$ cat config.mk
export PLATFORM = sky130hd
export DESIGN_NAME = seg7_reader
export DESIGN_NICKNAME = d
export VERILOG_FILES = /design/src/rtl/seg7_pkg.sv /design/src/rtl/seg7_to_code.sv /design/src/rtl/seg7_reader.sv
export SDC_FILE = /design/constraint.sdc
export NUM_CORES = 1
export LEC_CHECK = 0
export BUFFER_PORTS_ARGS = -buffer_cell sky130_fd_sc_hd__buf_4
export CAP_MARGIN = 20
export CORE_MARGIN = 5
export CORE_UTILIZATION = 35
export DETAILED_ROUTE_END_ITERATION = 8
export MAX_ROUTING_LAYER = met4
export SYNTH_ARGS = -nofsm -noshare
export SYNTH_HDL_FRONTEND = slang
export SYNTH_HIERARCHICAL = 1
export SYNTH_SLANG_ARGS = --single-unit
export TNS_END_PERCENT = 10
$ cat constraint.sdc
create_clock -name clk -period 4.9 [get_ports clk]
set_clock_uncertainty 0.2 [all_clocks]
set_input_delay 1.225 -clock clk [delete_from_list [all_inputs] [get_ports clk]]
set_output_delay 1.225 -clock clk [all_outputs]
set_load 0.01 [all_outputs]
$ cat src/rtl/seg7_pkg.sv
// rtl/seg7_pkg.sv - segment patterns, character codes and reader states
package seg7_pkg;

    // Segment bus order is {g,f,e,d,c,b,a}, active high.
    localparam logic [6:0] SEG_BLANK = 7'b0000000;
    localparam logic [6:0] SEG_0     = 7'b0111111;
    localparam logic [6:0] SEG_1     = 7'b0000110;
    localparam logic [6:0] SEG_2     = 7'b1011011;
    localparam logic [6:0] SEG_3     = 7'b1001111;
    localparam logic [6:0] SEG_4     = 7'b1100110;
    localparam logic [6:0] SEG_5     = 7'b1101101;
    localparam logic [6:0] SEG_6     = 7'b1111101;
    localparam logic [6:0] SEG_7     = 7'b0000111;
    localparam logic [6:0] SEG_8     = 7'b1111111;
    localparam logic [6:0] SEG_9     = 7'b1101111;
    localparam logic [6:0] SEG_H     = 7'b1110110;
    localparam logic [6:0] SEG_E     = 7'b1111001;
    localparam logic [6:0] SEG_L     = 7'b0111000;

    localparam logic [3:0] CODE_H = 4'hA;
    localparam logic [3:0] CODE_E = 4'hB;
    localparam logic [3:0] CODE_L = 4'hC;

    typedef enum logic [1:0] {
        BLANK,
        SETTLE,
        LOCKED,
        ERROR
    } seg7_state_t;

    // Saturating increment for the 8-bit error counter.
    function automatic logic [7:0] sat_inc8(input logic [7:0] v);
        return (v == 8'hFF) ? v : v + 8'd1;
    endfunction

endpackage

$ cat src/rtl/seg7_to_code.sv
// rtl/seg7_to_code.sv - segment pattern to code lookup (SEG7_READER_CHAR_EN adds H/E/L)
module seg7_to_code
    import seg7_pkg::*;
(
    input  logic [6:0] seg,
    output logic       legal,
    output logic       blank,
    output logic [3:0] code
);

    always_comb begin
        legal = 1'b1;
        blank = 1'b0;
        code  = 4'd0;
        case (seg)
            SEG_BLANK: begin
                legal = 1'b0;
                blank = 1'b1;
            end
            SEG_0: code = 4'd0;
            SEG_1: code = 4'd1;
            SEG_2: code = 4'd2;
            SEG_3: code = 4'd3;
            SEG_4: code = 4'd4;
            SEG_5: code = 4'd5;
            SEG_6: code = 4'd6;
            SEG_7: code = 4'd7;
            SEG_8: code = 4'd8;
            SEG_9: code = 4'd9;
`ifdef SEG7_READER_CHAR_EN
            SEG_H: code = CODE_H;
            SEG_E: code = CODE_E;
            SEG_L: code = CODE_L;
`endif
            default: legal = 1'b0;
        endcase
    end

endmodule

$ cat src/rtl/seg7_reader.sv
// rtl/seg7_reader.sv - debounced 7-segment readback decoder (see SEG7_READER_CHAR_EN in seg7_to_code)
module seg7_reader
    import seg7_pkg::*;
#(
    parameter int STABLE_CYCLES = 4
) (
    input  logic       clk,
    input  logic       clr,
    input  logic       sample_en,
    input  logic [6:0] seg_in,
    output logic [3:0] digit,
    output logic       digit_valid,
    output logic       new_digit,
    output logic       bad_code,
    output logic [7:0] err_count
);

    localparam int CW = $clog2(STABLE_CYCLES + 1);
    localparam logic [CW-1:0] STABLE_CNT = CW'(STABLE_CYCLES);
    localparam logic [CW-1:0] ONE_CNT    = CW'(1);

    logic [6:0]  seg_q;
    logic [6:0]  cand;
    logic [CW-1:0] cnt;
    seg7_state_t state;

    logic [6:0]  cand_nxt;
    logic [CW-1:0] cnt_nxt;
    logic        commit;
    logic        dec_legal;
    logic        dec_blank;
    logic [3:0]  dec_code;

    // A commit always happens with cand_nxt == seg_q, so the lookup sees the
    // pattern being committed even when STABLE_CYCLES is 1.
    always_comb begin
        cand_nxt = cand;
        cnt_nxt  = cnt;
        commit   = 1'b0;
        if (seg_q != cand) begin
            cand_nxt = seg_q;
            cnt_nxt  = ONE_CNT;
            commit   = (STABLE_CNT == ONE_CNT);
        end else if (state == SETTLE && cnt < STABLE_CNT) begin
            cnt_nxt = cnt + ONE_CNT;
            commit  = (cnt_nxt == STABLE_CNT);
        end
    end

    seg7_to_code u_lookup (
        .seg   (cand_nxt),
        .legal (dec_legal),
        .blank (dec_blank),
        .code  (dec_code)
    );

    always_ff @(posedge clk) begin
        if (clr) begin
            seg_q       <= SEG_BLANK;
            cand        <= SEG_BLANK;
            cnt         <= STABLE_CNT;
            state       <= BLANK;
            digit       <= 4'd0;
            digit_valid <= 1'b0;
            new_digit   <= 1'b0;
            bad_code    <= 1'b0;
            err_count   <= 8'd0;
        end else begin
            seg_q     <= seg_in;
            new_digit <= 1'b0;
            if (sample_en) begin
                cand <= cand_nxt;
                cnt  <= cnt_nxt;
                if (commit) begin
                    if (dec_blank) begin
                        state       <= BLANK;
                        digit_valid <= 1'b0;
                        bad_code    <= 1'b0;
                    end else if (dec_legal) begin
                        state       <= LOCKED;
                        new_digit   <= (dec_code != digit) || !digit_valid;
                        digit       <= dec_code;
                        digit_valid <= 1'b1;
                        bad_code    <= 1'b0;
                    end else begin
                        state       <= ERROR;
                        digit_valid <= 1'b0;
                        bad_code    <= 1'b1;
                        err_count   <= sat_inc8(err_count);
                    end
                end else if (seg_q != cand) begin
                    state <= SETTLE;
                end
            end
        end
    end

endmodule

; ---- After elaboration in Yosys (flattened, before gate mapping)
; Index checks and enable logic that the tools add are counted.
[totals]
ff_bits = 34
in_bits = 10
out_inout_bits = 15
elab_cells = 61
[op_classes]
n_addsub = 2
magnitude_cmp = 1
eq_ne = 15
muxes = 16
n_bitwise = 5
n_reduce_logical = 13
[ops]
columns = cell, n
row1 = $eq A7 B7 Y1 const B, 7
row2 = $pmux W4 S9, 1
row3 = $eq A7 B3 Y1 const B, 2
row4 = $reduce_or A10 Y1, 1
row5 = $mux W1, 9
row6 = $add A8 B1 Y8 const B, 1
row7 = $eq A8 B8 Y1 const B, 1
row8 = $eq A7 B6 Y1 const B, 1
row9 = $logic_not A7 Y1, 1
row10 = $mux W7, 1
row11 = $ne A7 B7 Y1, 1
row12 = $mux W2, 3
row13 = $mux W3, 2
row14 = $reduce_and A2 Y1, 3
row15 = $not A1 Y1, 5
row16 = $reduce_and A5 Y1, 1
row17 = $reduce_or A5 Y1, 1
row18 = $ne A4 B4 Y1, 1
row19 = $reduce_and A4 Y1, 1
row20 = $reduce_bool A2 Y1, 2
row21 = $add A3 B1 Y3 const B, 1
row22 = $eq A3 B3 Y1 const B, 1
row23 = $lt A3 B3 Y1 const B, 1
row24 = $eq A2 B1 Y1 const B, 1
row25 = other kinds (3), 3

; ---- Logic depth before layout (Yosys ltp)
; Gate-level depths: netlist of the first run.
[logic_depth]
ltp_word = 8
depth_mapped = 11
depth_no_buf = 9

; ---- Modules after synthesis
; The synthesis of the first run kept the hierarchy.
[modules_own_cells]
columns = mod, n_inst, cells_per_inst, area_per_inst_um2, seq_area_each_um2
row1 = seg7_reader, 1, 155, 1483.9, 680.7
row2 = seg7_to_code, 1, 36, 227.7, 0.0

; ---- Worst setup path after synthesis of the first run
; OpenSTA, ideal clock, no wires.
[synth_path]
path_type = reg2reg
from = register seg_q[4]
to = register err_count[2]
setup_ns = 0.071
arrival_ns = 2.247
required_ns = 4.629
setup_slack_ns = 2.382
path_stages_with_launch = 12
path_buffers = 2
period_less_slack_ns = 2.518
path_cell_list = dfxtp_1 clkbuf_1 inv_1 a21o_1 a31oi_1 o32ai_1 or2_2 a31oi_1 nand4_2 buf_6 or3_1 a21oi_1
[synth_between]
elab_chain_len = 7
word_cells_on_any_way = 20
classes_between = eq/ne (11) / mux (4) / bitwise (2) / reduce/logical (3)
[synth_rtl]
columns = item, line
row1 = start: declaration, seg7_reader.sv:22  ; logic [6:0] seg_q;
row2 = start signal: assignment, seg7_reader.sv:69  ; seg_q <= seg_in;
row3 = $ne A7 B7 Y1, seg7_reader.sv:40  ; if (seg_q != cand) begin
row4 = $mux W7 *, seg7_reader.sv:40
row5 = net cand_nxt[4], seg7_reader.sv:27  ; logic [6:0] cand_nxt;
row6 = $eq A7 B6 Y1 (tied with other cells), seg7_to_code.sv:15  ; case (seg)
row7 = $reduce_or A10 Y1 (no source line) *, --
row8 = $mux W1 *, seg7_to_code.sv:15
row9 = net dec_legal, seg7_reader.sv:30  ; logic dec_legal;
row10 = $not A1 Y1 (no source line) *, --
row11 = $reduce_and A5 Y1 (no source line) *, --
row12 = end signal: assignment, seg7_reader.sv:89  ; err_count <= sat_inc8(err_count);
row13 = end: declaration, seg7_reader.sv:15  ; output logic [7:0] err_count
; Mark *: on every way through the listed nets, which the timed path passes. The rest lies on a longest branch.
; A chain may end at the register's enable or synchronous reset.

; ---- Worst setup path in the final report of the first run
[layout_path]
from = register seg_q[3]
to = register err_count[7]
[layout_between]
elab_chain_len = 7
word_cells_on_any_way = 20
classes_between = eq/ne (11) / mux (4) / bitwise (2) / reduce/logical (3)
[layout_rtl]
columns = item, line
row1 = $ne A7 B7 Y1, seg7_reader.sv:40
row2 = $mux W7 *, seg7_reader.sv:40
row3 = $eq A7 B6 Y1 (tied with other cells), seg7_to_code.sv:15
row4 = $reduce_or A10 Y1 (no source line) *, --
row5 = $mux W1 *, seg7_to_code.sv:15
row6 = net dec_legal, seg7_reader.sv:30
row7 = $not A1 Y1 (no source line) *, --
row8 = $reduce_and A5 Y1 (no source line) *, --
; Marked as above.

==> out/results.ini, run 1 <==
[clock_tree]
cts_made_buffers=5
cts.repair_timing.setup_buffer_count=0
tritoncts=built
htree_levels=2
clock_pin_slew_on_the_worst_setup_and_hold_paths_ns=0.07
post_cts_repair_resize_count=0
clock_path_buffers=2
worstSkewPairLatency_ns=0.28
clock_sinks=34
cts.root.buffer_cell=sky130_fd_sc_hd__clkbuf_8
cts_hold_buffers=0

[grt]
number_of_global_route_vias_before_repair=1361
grt_overflow=0
grtUsageTotal=0.124
antenna_found_initial=0
maximum_number_of_pins_on_one_net_before_global_route_repair=35
global_route_wire_length_before_repair_um=6040

[drt]
antenna_left=0
avgRoutedWirePerCell_um=12.9
vias=1391
drt-total-wl_um=3540
firstDrtPassIters=4
dr.first_iter.drc_count=67
drc_errors=0
avgViaCountPerCell=5.06

[timing]
achievable_frequency_ghz=0.360
period_share=0.567
rsz0062_at_grt=no
final_report_max_slew_violation_count=0
worst_hold_slack_ns=0.277
worst_pin_slew_ns=0.479
max-slew-margin-rel=0.680
setup_viol_count_final=0
finalHoldViolCount=0
period_needed_ns=2.78
fin_setup_tns_ns=0

[finish]
areaGrowthSynthToFinish_pct=16.2
antenna-diode-count=0
post_layout_nonfiller_instances=275
layout.filler_cells=501
post-route-util=0.421
finish.net_count=220
multi_input_comb_area_um2=937
drive_above_1_share=0.183
register_area_um2=681

[place]
dpl.cell_count=267
place.port_buffers=24
place.gp.congestion=0.763
detailed_place_hpwl_um=2460

[synth]
postSynthCellCount=191
syn_area_um2=1710
netlist_top_cells_area=sky130_fd_sc_hd__dfxtp_1 40%, sky130_fd_sc_hd__mux2i_1 7.0%, sky130_fd_sc_hd__xor2_1 6.1%
mappedNetlistNets=204
synth_seq_cells=34
mean_cell_area_of_the_mapped_netlist_um2=8.96
synth_flop_cell=sky130_fd_sc_hd__dfxtp_1
synth_edf_count=0
async_flop_share=0
netlist.area_leader.share=0.398
synth.yosys.warnings=6
synth.lib_cells_used.distinct=43
yosysTopAreaCell=sky130_fd_sc_hd__dfxtp_1
synth.yosys.seq_area_share=0.398

[job]
maxCapViolCount=0

[pwr]
vdd_ir_drop_max_v=0.000182
fin_total_pwr_uw=552
leakagePower_nw=0.855
power_density_nw_per_um2=278

[critical_path]
endpoint_kind=flip-flop
crit_path_max_fanout=14
critical_path.cell_chain=nor3_1 > a22oi_1 > o32ai_1 > or2_2 > a31oi_1 > nand4_2 > or4_1 > a21oi_1
critPathLaunchType=flip-flop
critPathKind=flip-flop to flip-flop
max_stage_delay_ns=0.62
worstPathArrival_ns=2.79
path_delay_family=simple AND/OR/NAND/NOR gates
cpMaxStageDelayCell=sky130_fd_sc_hd__dfxtp_1
crit_required_ns=4.91
critical_path_buf_inv_count=0
r2r_setup_slack_ns=2.12

[die]
initial_utilization=0.362
fp.dieW_um=79.9
floorplan.die.height_um=79.9
io_pins=25
design.die.area_um2=6390
core_area_um2=4720
placementRows=25

[hold_path]
hold_path_class=flip-flop to flip-flop

[outcome]
outcome=completed

## cells in the final DEF, fill, tap and decap left out, drive strengths merged, types with 7 or more instances in the layout
cell type,count
o21ai,8
clkbuf,7
buf,24
xor2,12
dfxtp,34
nor2b,8
a21oi,10
nand3,7
nor2,19
mux2i,12
## worst paths after layout
path,depth (start not counted),start,end
max,8,seg_q[3]$_SDFF_PP0_,err_count[7]$_SDFFE_PP0P_
min,1,state[0]$_SDFFE_PP0P_,state[0]$_SDFFE_PP0P_
max reg2reg,8,seg_q[3]$_SDFF_PP0_,err_count[7]$_SDFFE_PP0P_
min reg2reg,1,state[0]$_SDFFE_PP0P_,state[0]$_SDFFE_PP0P_
## logic make-up after synthesis
logic type / after synthesis / synth area share
AO/OA/AOI/OAI: 35 / 0.127
AND/OR/NAND/NOR: 75 / 0.262
multiplexers: 12 / 0.0702
XOR/XNOR: 13 / 0.0665
flip-flops: 34 / 0.398
adder cells (fa/ha/maj): 3 / 0.0219
buffers and inverters: 19 / 0.0548
## worst reg2reg max path, delay by kind of cell (launching register included)
| family | cells | cell delay, ns |
|---|---|---|
| simple gates | 4 | 1.24 |
| compound gates | 4 | 0.66 |
| flops | 1 | 0.62 |
## sequential cells by signal, indices dropped and copies added (netlist names)
| signal | cells |
|---|---|
| digit_valid | 1 |
| digit | 4 |
| cnt | 3 |
| err_count | 8 |
| state | 2 |
| seg_q | 7 |
| cand | 7 |
| bad_code | 1 |
| new_digit | 1 |
## Yosys cell counts (all sizes together) (2+ instances only)
cell type,count
and2,2
and3,4
clkbuf,10
ha,3
buf,5
a31oi,5
or3,6
inv,4
nand2,6
mux2i,12
nor3,5
a21oi,10
nand2b,4
nor4,4
a21o,2
nand3,7
nor2,19
nor2b,8
o32ai,2
xor2,12
o31ai,2
nand4,3
dfxtp,34
or4,2
o21ai,8
## power breakdown
group / switching, mW / total, mW / internal [mW]
Combinational: 0.0238 / 0.0454 / 0.0216
Clock: 0.0966 / 0.210 / 0.113
Sequential: 0.0127 / 0.297 / 0.284
## metrics by stage
step,instance area [um^2],setup slack (ns)
finish,1990,2.12
global placement,1900,2.04
global route,1990,1.90
floorplan,1710,2.38
detailed placement,1900,2.01
CTS,1990,2.13
## cell type report
| type | count | area share |
|---|---|---|
| repair buffers | 24 | 0.0906 |
| clock buffers | 7 | 0.0434 |
| multi-input cells | 138 | 0.471 |
| well taps | 67 | 0.0422 |
| clock inverters | 1 | 0.00252 |
| flip-flops and latches | 34 | 0.342 |
| inverters | 4 | 0.00755 |
## per-layer routing
metal / part of all wire / up-vias / track usage
met5: 0 / - / -
met4: 0.030 / 0 / 0.0693
met3: 0.045 / 9 / 0.0293
met2: 0.45 / 28 / 0.198
met1: 0.48 / 649 / 0.142
li1: - / 705 / -
Power figures use the tool's default switching activity.
==> run 2: changes to the inputs <==
==> constraint.sdc (replaced) <==
create_clock -name clk -period 2.4 [get_ports clk]
set_clock_uncertainty 0.2 [all_clocks]
set_input_delay 0.6 -clock clk [delete_from_list [all_inputs] [get_ports clk]]
set_output_delay 0.6 -clock clk [all_outputs]
set_load 0.01 [all_outputs]
==> run 2 against run 1 <==
  * Count of clock-buffer cells in the layout fell by 1
  * Design area increased by 13%
  * Largest cell class unchanged
  * Die area unchanged
  * Register-to-register slack got worse by 2.1 ns
  * Sequential share of layout area down 3.7 points
  * Hold slack lost 0.0080 ns
  * Worst setup slack worse by 2.1 ns
  * Total power increased by 150%
  * Critical path depth up 1
  * First-iteration DRC count shrank 27%
==> out/results.ini, run 2 (synthesis results as in run 1) <==
[place]
detailed_place_hpwl_um=2640  ; was 2460 um
place.gp.congestion=0.851  ; was 0.763
place.port_buffers=24  ; unchanged

[timing]
period_share=0.985  ; was 0.567
achievable_frequency_ghz=0.423  ; was 0.360 GHz
final_report_max_slew_violation_count=0  ; unchanged
rsz0062_at_grt=yes  ; was no
period_needed_ns=2.36  ; was 2.78 ns
worst_hold_slack_ns=0.269  ; was 0.277 ns
max-slew-margin-rel=0.698  ; was 0.680
worst_pin_slew_ns=0.450  ; was 0.479 ns
finalHoldViolCount=0  ; unchanged
setup_viol_count_final=0  ; unchanged

[clock_tree]
tritoncts=built  ; unchanged
cts.root.buffer_cell=sky130_fd_sc_hd__clkbuf_8  ; unchanged
clock_path_buffers=2  ; unchanged
clock_pin_slew_on_the_worst_setup_and_hold_paths_ns=0.07  ; about the same
htree_levels=2  ; unchanged
clock_sinks=34  ; unchanged
worstSkewPairLatency_ns=0.28  ; about the same
cts_made_buffers=5  ; unchanged

[pwr]
power_report.internal_total_mw=1.09  ; was 419 uW
comb_power_share=0.095  ; was 0.082
p_seq_frac=0.435  ; was 0.538
switching_share=0.211  ; was 0.241
power_density_nw_per_um2=613  ; was 278 nW/um^2
vdd_ir_drop_max_v=0.000304  ; was 0.000182 V
netSwitchingPower_uw=291  ; was 133 uW
leakagePower_nw=0.988  ; was 0.855 nW
share_clk_of_total_power=0.470  ; was 0.380
fin_total_pwr_mw=1.38  ; was 552 uW

[critical_path]
critPathKind=flip-flop to flip-flop  ; unchanged
r2r_setup_slack_ns=0.04  ; was 2.12 ns
critical_path.cell_chain=inv_1 > a21o_1 > a31oi_1 > o32ai_1 > or2_4 > a31oi_4 > nand4_4 > or4_1 > a21oi_1  ; was nor3_1 > a22oi_1 > o32ai_1 > or2_2 > a31oi_1 > nand4_2 > or4_1 > a21oi_1
critPathLaunchType=flip-flop  ; unchanged
cpMaxStageDelayCell=sky130_fd_sc_hd__or4_1  ; was sky130_fd_sc_hd__dfxtp_1
crit_path_max_fanout=6  ; was 14
path_delay_family=simple AND/OR/NAND/NOR gates  ; unchanged
critical_path_buf_inv_count=1  ; was 0
max_stage_delay_ns=0.44  ; was 0.62 ns
endpoint_kind=flip-flop  ; unchanged
crit_required_ns=2.41  ; was 4.91 ns
worstPathArrival_ns=2.38  ; was 2.79 ns

[finish]
antenna-diode-count=0  ; unchanged
drive_above_1_share=0.296  ; was 0.183
layout.filler_cells=466  ; was 501
most-common-layout-cells=45 x sky130_fd_sc_hd__buf_4, 28 x sky130_fd_sc_hd__dfxtp_1, 19 x sky130_fd_sc_hd__nor2_1, 12 x sky130_fd_sc_hd__xor2_1, 12 x sky130_fd_sc_hd__mux2i_1  ; was 34 x sky130_fd_sc_hd__dfxtp_1, 24 x sky130_fd_sc_hd__buf_4, 19 x sky130_fd_sc_hd__nor2_1, 12 x sky130_fd_sc_hd__xor2_1, 12 x sky130_fd_sc_hd__mux2i_1
largest_registers_ranked_by_flip_flop_count=err_count x8, cand x7, seg_q x7  ; unchanged
areaGrowthSynthToFinish_pct=31.5  ; was 16.2%
most_frequent_standard_cell_in_the_layout_excluding_fill_and_tap_cells=sky130_fd_sc_hd__buf_4  ; was sky130_fd_sc_hd__dfxtp_1
regMostFlops=err_count  ; unchanged
finish.net_count=242  ; was 220
largest_register_ffs=8  ; unchanged

[drt]
antenna_left=0  ; unchanged
avgRoutedWirePerCell_um=13.0  ; was 12.9 um
drc_errors=0  ; unchanged
vias=1459  ; was 1391
avgViaCountPerCell=4.91  ; was 5.06
drt-total-wl_um=3870  ; was 3540 um
firstDrtPassIters=4  ; unchanged
dr.first_iter.drc_count=49  ; was 67

[grt]
grtUsageTotal=0.134  ; was 0.124
antenna_found_initial=0  ; unchanged
maximum_number_of_pins_on_one_net_before_global_route_repair=35  ; unchanged
global_route_wire_length_before_repair_um=6590  ; was 6040 um
number_of_global_route_vias_before_repair=1414  ; was 1361
grt_overflow=0  ; unchanged

[die]
floorplan.die.height_um=79.9  ; unchanged
fp.dieW_um=79.9  ; unchanged
io_pins=25  ; unchanged
placementRows=25  ; unchanged
core_area_um2=4720  ; unchanged
initial_utilization=0.362  ; unchanged
design.die.area_um2=6390  ; unchanged

[outcome]
outcome=completed  ; unchanged

[job]
maxCapViolCount=0  ; unchanged

[hold_path]
hold_path_class=flip-flop to flip-flop  ; unchanged

==> run 2: stage by stage <==
step	instance area (um^2)	setup TNS, ns	setup WS (ns)	instances	util
3_3_place_gp	2050	0	0.00689	286	0.433
2_1_floorplan	1730	0	0.0392	191	-
6_report	2250	0	0.0363	297	0.477
3_5_place_dp	2050	-0.0897	-0.0508	286	0.433
4_1_cts	2230	0	0.0216	297	0.472
5_1_grt	2250	-0.200	-0.0483	297	0.477
==> run 2: area by class of cell <==
type | instances | area, um^2 | share of cell area
Inverter | 4 | 15.0 | 0.00667
Clock inverter | 2 | 60.1 | 0.0267
Tap cell | 67 | 83.8 | 0.0372
Clock buffer | 6 | 82.6 | 0.0367
Sequential cell | 34 | 688 | 0.306
Timing Repair Buffer | 45 | 338 | 0.150
Multi-Input combinational cell | 139 | 983 | 0.437
==> run 2: final timing paths <==
| check | depth (start not counted) | from | end |
|---|---|---|---|
| worst max register to register | 9 | seg_q[4]$_SDFF_PP0_ | err_count[7]$_SDFFE_PP0P_ |
| worst min register to register | 1 | state[0]$_SDFFE_PP0P_ | state[0]$_SDFFE_PP0P_ |
| worst max-delay path | 9 | seg_q[4]$_SDFF_PP0_ | err_count[7]$_SDFFE_PP0P_ |
| worst min-delay path | 1 | state[0]$_SDFFE_PP0P_ | state[0]$_SDFFE_PP0P_ |
==> run 2: routing by layer <==
metal  part of all wire  vias up  track usage  routed length, um
met5                  0        -            -                  0
met4              0.011        0       0.0608                 41
met3              0.030        2       0.0293                117
met2               0.46       28        0.200               1790
met1               0.50      677        0.174               1920
li1                   -      752            -                  -
==> run 2: power groups by stage <==
stage / Sequential (mW) / Clock, mW / Combinational, mW
after global placement: 0.610 / 0 / 0.124
final: 0.600 / 0.648 / 0.131
after detailed placement: 0.610 / 0 / 0.124
after CTS: 0.598 / 0.667 / 0.128
after floorplan: 0.603 / 0 / 0.0880
after global routing: 0.602 / 0.690 / 0.146
==> run 2: worst reg2reg max path: stages (launching register included) <==
cell and delay, ns:
sky130_fd_sc_hd__dfxtp_2 0.34, sky130_fd_sc_hd__inv_1 0.06, sky130_fd_sc_hd__a21o_1 0.18, sky130_fd_sc_hd__a31oi_1 0.18
sky130_fd_sc_hd__o32ai_1 0.11, sky130_fd_sc_hd__or2_4 0.27, sky130_fd_sc_hd__a31oi_4 0.20, sky130_fd_sc_hd__nand4_4 0.16
sky130_fd_sc_hd__or4_1 0.44, sky130_fd_sc_hd__a21oi_1 0.15
==> run 2: timing repair <==
action                                  CTS  global route
hold buffers                              0             0
gates cloned                              1             0
pin swaps                                 1             1
resized for setup                         3             7
setup buffers                             2             0
endpoints found under the setup margin    2            12
